==> src/rtl/mac_accum_seq.sv <==
// mac_accum_seq
// Accumulation sequencer for one neuron. Takes N_INPUTS signed products per
// group, accumulates them with per-addition saturation, adds the neuron bias
// and offers the saturated result downstream over a valid/ready handshake.
//
// Ports
//   clk         rising-edge clock
//   rst         asynchronous reset, active high
//   in_valid    product valid
//   in_ready    sequencer accepts a product this cycle (IDLE or ACCUM)
//   in_product  signed product from the multiplier
//   bias        signed neuron bias, held stable from group start to output handshake
//   acc_sel     accumulator mux select: 0 = load product, 1 = accumulate
//   out_valid   out_sum is valid
//   out_ready   downstream accepts out_sum
//   out_sum     saturated sum(products) + bias
//   sat_flag    sticky saturation indication for the current group
//   busy        sequencer is not idle
//
// state | meaning
// ------+-------------------------------------------------------------
// IDLE  | waiting for the first product of a group (load, not accumulate)
// ACCUM | accumulating products 2..N_INPUTS
// BIAS  | single cycle adding the bias to the accumulator
// OUT   | result held on out_sum until the downstream handshake

module mac_accum_seq #(
  parameter int WIDTH    = 32,
  parameter int N_INPUTS = 4,
  parameter int CNT_W    = 3
) (
  input  logic             clk,
  input  logic             rst,
  input  logic             in_valid,
  output logic             in_ready,
  input  logic [WIDTH-1:0] in_product,
  input  logic [WIDTH-1:0] bias,
  output logic             acc_sel,
  output logic             out_valid,
  input  logic             out_ready,
  output logic [WIDTH-1:0] out_sum,
  output logic             sat_flag,
  output logic             busy
);

  typedef enum logic [1:0] {
    S_IDLE  = 2'd0,
    S_ACCUM = 2'd1,
    S_BIAS  = 2'd2,
    S_OUT   = 2'd3
  } state_t;

  localparam logic [WIDTH-1:0] MAX_POS  = {1'b0, {(WIDTH-1){1'b1}}};
  localparam logic [WIDTH-1:0] MIN_NEG  = {1'b1, {(WIDTH-1){1'b0}}};
  localparam logic [CNT_W-1:0] LAST_CNT = CNT_W'(N_INPUTS - 1);
  localparam logic [CNT_W-1:0] CNT_ONE  = CNT_W'(1);

  state_t           state_q, state_d;
  logic [CNT_W-1:0] cnt_q, cnt_d;
  logic [WIDTH-1:0] acc_q, acc_d;
  logic [WIDTH-1:0] out_sum_q, out_sum_d;
  logic             sat_q, sat_d;
  logic             out_valid_q, out_valid_d;

  logic             in_xfer;
  logic             out_xfer;
  logic [WIDTH-1:0] addend;
  logic [WIDTH:0]   add_s;
  logic             add_ovf;
  logic [WIDTH-1:0] add_res;

  assign in_ready  = (state_q == S_IDLE) || (state_q == S_ACCUM);
  assign acc_sel   = (state_q != S_IDLE);
  assign busy      = (state_q != S_IDLE);
  assign out_valid = out_valid_q;
  assign out_sum   = out_sum_q;
  assign sat_flag  = sat_q;

  assign in_xfer  = in_valid & in_ready;
  assign out_xfer = out_valid_q & out_ready;

  // One shared saturating adder: the bias replaces the product only in BIAS.
  // Overflow shows as disagreement between the two top bits of the
  // sign-extended sum; the extra top bit then gives the clamp direction.
  assign addend  = (state_q == S_BIAS) ? bias : in_product;
  assign add_s   = {acc_q[WIDTH-1], acc_q} + {addend[WIDTH-1], addend};
  assign add_ovf = add_s[WIDTH] ^ add_s[WIDTH-1];
  assign add_res = add_ovf ? (add_s[WIDTH] ? MIN_NEG : MAX_POS) : add_s[WIDTH-1:0];

  always_comb begin
    state_d     = state_q;
    cnt_d       = cnt_q;
    acc_d       = acc_q;
    out_sum_d   = out_sum_q;
    sat_d       = sat_q;
    out_valid_d = out_valid_q;

    unique case (state_q)
      S_IDLE: begin
        if (in_xfer) begin
          acc_d   = in_product;
          cnt_d   = CNT_ONE;
          sat_d   = 1'b0;
          state_d = (N_INPUTS == 1) ? S_BIAS : S_ACCUM;
        end
      end

      S_ACCUM: begin
        if (in_xfer) begin
          acc_d = add_res;
          sat_d = sat_q | add_ovf;
          cnt_d = cnt_q + CNT_ONE;
          if (cnt_q == LAST_CNT) begin
            state_d = S_BIAS;
          end
        end
      end

      S_BIAS: begin
        // out_sum has its own register so it only changes when a new result
        // is published, not while the next group accumulates.
        acc_d       = add_res;
        out_sum_d   = add_res;
        sat_d       = sat_q | add_ovf;
        out_valid_d = 1'b1;
        state_d     = S_OUT;
      end

      S_OUT: begin
        if (out_xfer) begin
          out_valid_d = 1'b0;
          cnt_d       = '0;
          state_d     = S_IDLE;
        end
      end

      default: begin
        state_d = S_IDLE;
      end
    endcase
  end

  always_ff @(posedge clk or posedge rst) begin
    if (rst) begin
      state_q     <= S_IDLE;
      cnt_q       <= '0;
      acc_q       <= '0;
      out_sum_q   <= '0;
      sat_q       <= 1'b0;
      out_valid_q <= 1'b0;
    end else begin
      state_q     <= state_d;
      cnt_q       <= cnt_d;
      acc_q       <= acc_d;
      out_sum_q   <= out_sum_d;
      sat_q       <= sat_d;
      out_valid_q <= out_valid_d;
    end
  end

endmodule

==> config.mk <==
export PLATFORM = sky130hd
export DESIGN_NAME = mac_accum_seq
export DESIGN_NICKNAME = d
export VERILOG_FILES = /design/src/rtl/mac_accum_seq.sv
export SDC_FILE = /design/constraint.sdc
export NUM_CORES = 1
export LEC_CHECK = 0
export ABC_AREA = 1
export CAP_MARGIN = 20
export CORE_MARGIN = 1
export CORE_UTILIZATION = 55
export DETAILED_ROUTE_END_ITERATION = 16
export GPL_TIMING_DRIVEN = 0
export HOLD_SLACK_MARGIN = 0.02
export PLACE_DENSITY = 0.83
export SYNTH_ARGS = -nofsm -noshare
export SYNTH_HDL_FRONTEND = slang
export SYNTH_SLANG_ARGS = --single-unit
==> constraint.sdc <==
create_clock -name clk -period 4.45 [get_ports clk]
set_input_delay 1.1125 -clock clk [delete_from_list [all_inputs] [get_ports clk]]
set_output_delay 1.1125 -clock clk [all_outputs]
set_load 0.02 [all_outputs]
==> run metrics <==
run status=completed; worst skew pair latency=0.38 ns; antenna cell count=0; htree depth=3; Synth cell types=39; initial antenna violation count=0; Final setup viols=0; Post-Synth XOR/XNOR Area=2.736%; Seq cells post-synth=71; starting density of the core=56.35%; DIE HEIGHT=107.2 um; Initial DRT Pass Iterations=5; EDFF count, synth=0; beginning of the worst hold path=out_sum[27]; worst hold path type=register to register; clock slew at reported path FFs=0.09 ns; die footprint=11,480 sq um; area grow syn2layout=24.15%; count of input and output buffers=104; CP Launch Point=state_q[0]; top cells by count, synth=nand2_1 (416), inv_1 (95), nor2_1 (72); DR vias/cell=5.219; final period utilization=93.17%; CTS Buf Count=9; Mapped Cells=947; Worst Tran Pin Value=0.6759 ns; top-count cell post-synth=nand2_1; CTS tree=built; Critical Path Source Type=register; vias=6,304; CP max-delay cell=clkbuf_2; CP Cell Sequence=inv_1 -> ha_1 -> clkbuf_1 -> clkbuf_2 -> buf_1 -> nand2_1 -> nand2_1 -> ha_1 -> nand2_1 -> inv_1 -> a21oi_1 -> nand2_1 -> nand2_2 -> nand2_4 -> nand2_2 -> nand2_2 -> nand2_1 -> nand2_4 -> nand2_8 -> buf_6 -> o21ai_2 -> nand2_1 -> nand2_1; GRT overflow=0; chip width=107.2 um; post-CTS setup buffer count=0; endpoints failing hold=0; Max Cap Viol=0; Iter 0 DRT Violations=377; Final ANT Viol Nets=0; largest area contributor in the netlist=dfrtp_1; clk sink count=71; combinational family with the most area after synthesis=simple AND/OR/NAND/NOR gates; Syn. warnings=0; RSZ-0062 raised after global routing=false; post-synthesis mux area share=0%; Synth top area share=29.21%; Fin Clk Skew=0.009305 ns; Crit path arrival time=4.42 ns; Ports=105; num rows=38; WS Path Type=register to register; post-cts hold buffer count=0; sequential-to-total area share from yosys stat=29.21%; clk buf depth=2; Worst setup EP type=register; Post-Route WL=18,390 um; Synth area leaders=dfrtp_1 (29%), nand2_1 (26%), ha_1 (8.0%); HPWL after DPL=14,150 um; core area=10,790 sq um; largest net degree at the start of global routing=37; GRT Util Overall=33.52%; WP data required=4.72 ns; synthesized area=6082 sq um; crit-path max FO=10; net total in the final layout=1,171; crit path time final=4.146 ns; slew margin rel.=54.94%; Synth Area in Compound Gates=10.68%; Slew Viols, Final=0; clk root buf=clkbuf_8; adder-cell share of the synthesized area=8.352%; fin util=69.96%; setup TNS=0 ns; Post-Syn Nets=1,055; ys flop type=dfrtp_1; layout cells sized above 1=8.427%; WL/cell=15.22 um; FMAX=0.2412 GHz; Avg Inst Size Synth=6.422 sq um; slowest cell delay on critical path=0.44 ns; Post-route DRC=0; crit-path most repeated cell=nand2_1; worst r2r src=state_q[0]; gp weighted congestion=0.9738; async set or reset register ratio after synthesis=100.0%; vias in the first global route=5,986; Simple-Gate Fraction of Synth Area=39.99%; first-pass GRT wire length=29,420 um
[through the flow]
step / hold WS, ns / worst slack (ns) / cells / cell area, sq um
finish: 0.4872 / 0.3041 / 1208 / 7551
global route: 0.5118 / 0.03447 / 1208 / 7551
CTS: 0.4891 / 0.2366 / 1208 / 7550
detailed placement: 0.4645 / 0.03000 / 1192 / 7321
global placement: 0.4653 / 0.06718 / 1191 / 7298
floorplan: 0.4716 / 1.313 / 947 / 6082
[placed cells by master, fill, tap and decap left out, types with 2 or more instances in the layout]
cell               n
clkinvlp_4         2
nand2_1          416
or2_1              2
buf_1              2
inv_1             94
a21oi_2            5
xnor2_1            7
inv_6              2
a31oi_1           20
nand3b_1           3
nand2_4            7
o21bai_1           9
buf_2              4
clkdlybuf4s50_1  104
buf_6              6
inv_2              3
ha_1              39
nor2_2             4
o21ai_0           35
nand3_1           40
nand2_2           25
dfrtp_1           71
nor2_1            72
and2_1             2
clkbuf_2           2
bufinv_16          2
a21oi_1           26
o21ai_2            7
clkbuf_1          15
xor2_1            12
nand4_1            4
nor3_2             2
clkbuf_8           9
[layout make-up]
| type | count | area, sq um |
|---|---|---|
| multi-input combinational | 747 | 3756 |
| inverter | 98 | 370.4 |
| buffer | 31 | 183.9 |
| timing repair buffer | 105 | 1061 |
| sequential | 71 | 1777 |
| fill | 976 | 3242 |
| clock inverter | 7 | 103.9 |
| tap | 140 | 175.2 |
| clock buffer | 9 | 123.9 |
[routing by layer]
| layer | global-route usage [%] | part of all wire [%] | up-vias |
|---|---|---|---|
| met2 | 55.21 | 47 | 197 |
| met4 | 12.23 | 1.9 | 0 |
| li1 | - | - | 3189 |
| met1 | 44.99 | 46 | 2893 |
| met3 | 4.255 | 5.1 | 25 |
| met5 | 0 | 0 | - |
[registers in the layout, summed over array words and instances (netlist names)]
name       count
sat_flag       1
out_valid      1
out_sum       32
cnt_q          3
state_q        2
acc_q         32
[critical path, delay by kind of cell, from the launching register on]
kind            cells  cell delay (ns)
compound gates      2             0.31
fa+ha+maj           2             0.44
buf+inv             6             1.58
flops               1             0.43
simple gates       13             1.24
[final timing paths]
kind,depth (start not counted),endpoint,slack (ns)
max in group asynchronous,3,acc_q[18],2.78
worst max-delay path,23,out_sum[25],0.30
worst min-delay path,2,out_sum[27],0.49
worst min register to register,2,out_sum[27],0.49
worst max register to register,23,out_sum[25],0.30
min in group asynchronous,2,cnt_q[1],1.09
[cell families (layout without fill, tap and decap cells)]
| logic type | count (synthesis) | after routing |
|---|---|---|
| buf+inv | 129 | 250 |
| compound gates | 107 | 107 |
| fa+ha+maj | 40 | 40 |
| flops | 71 | 71 |
| simple gates | 581 | 581 |
| xor+xnor | 19 | 19 |
[repair_timing]
item | in CTS | in global routing
gates resized for setup | 1 | 1
gates cloned | 0 | 0
setup endpoints to repair | 7 | 37
Power is not shown: default switching activity piles up to over one toggle a cycle in this logic, so the estimate is an artifact.
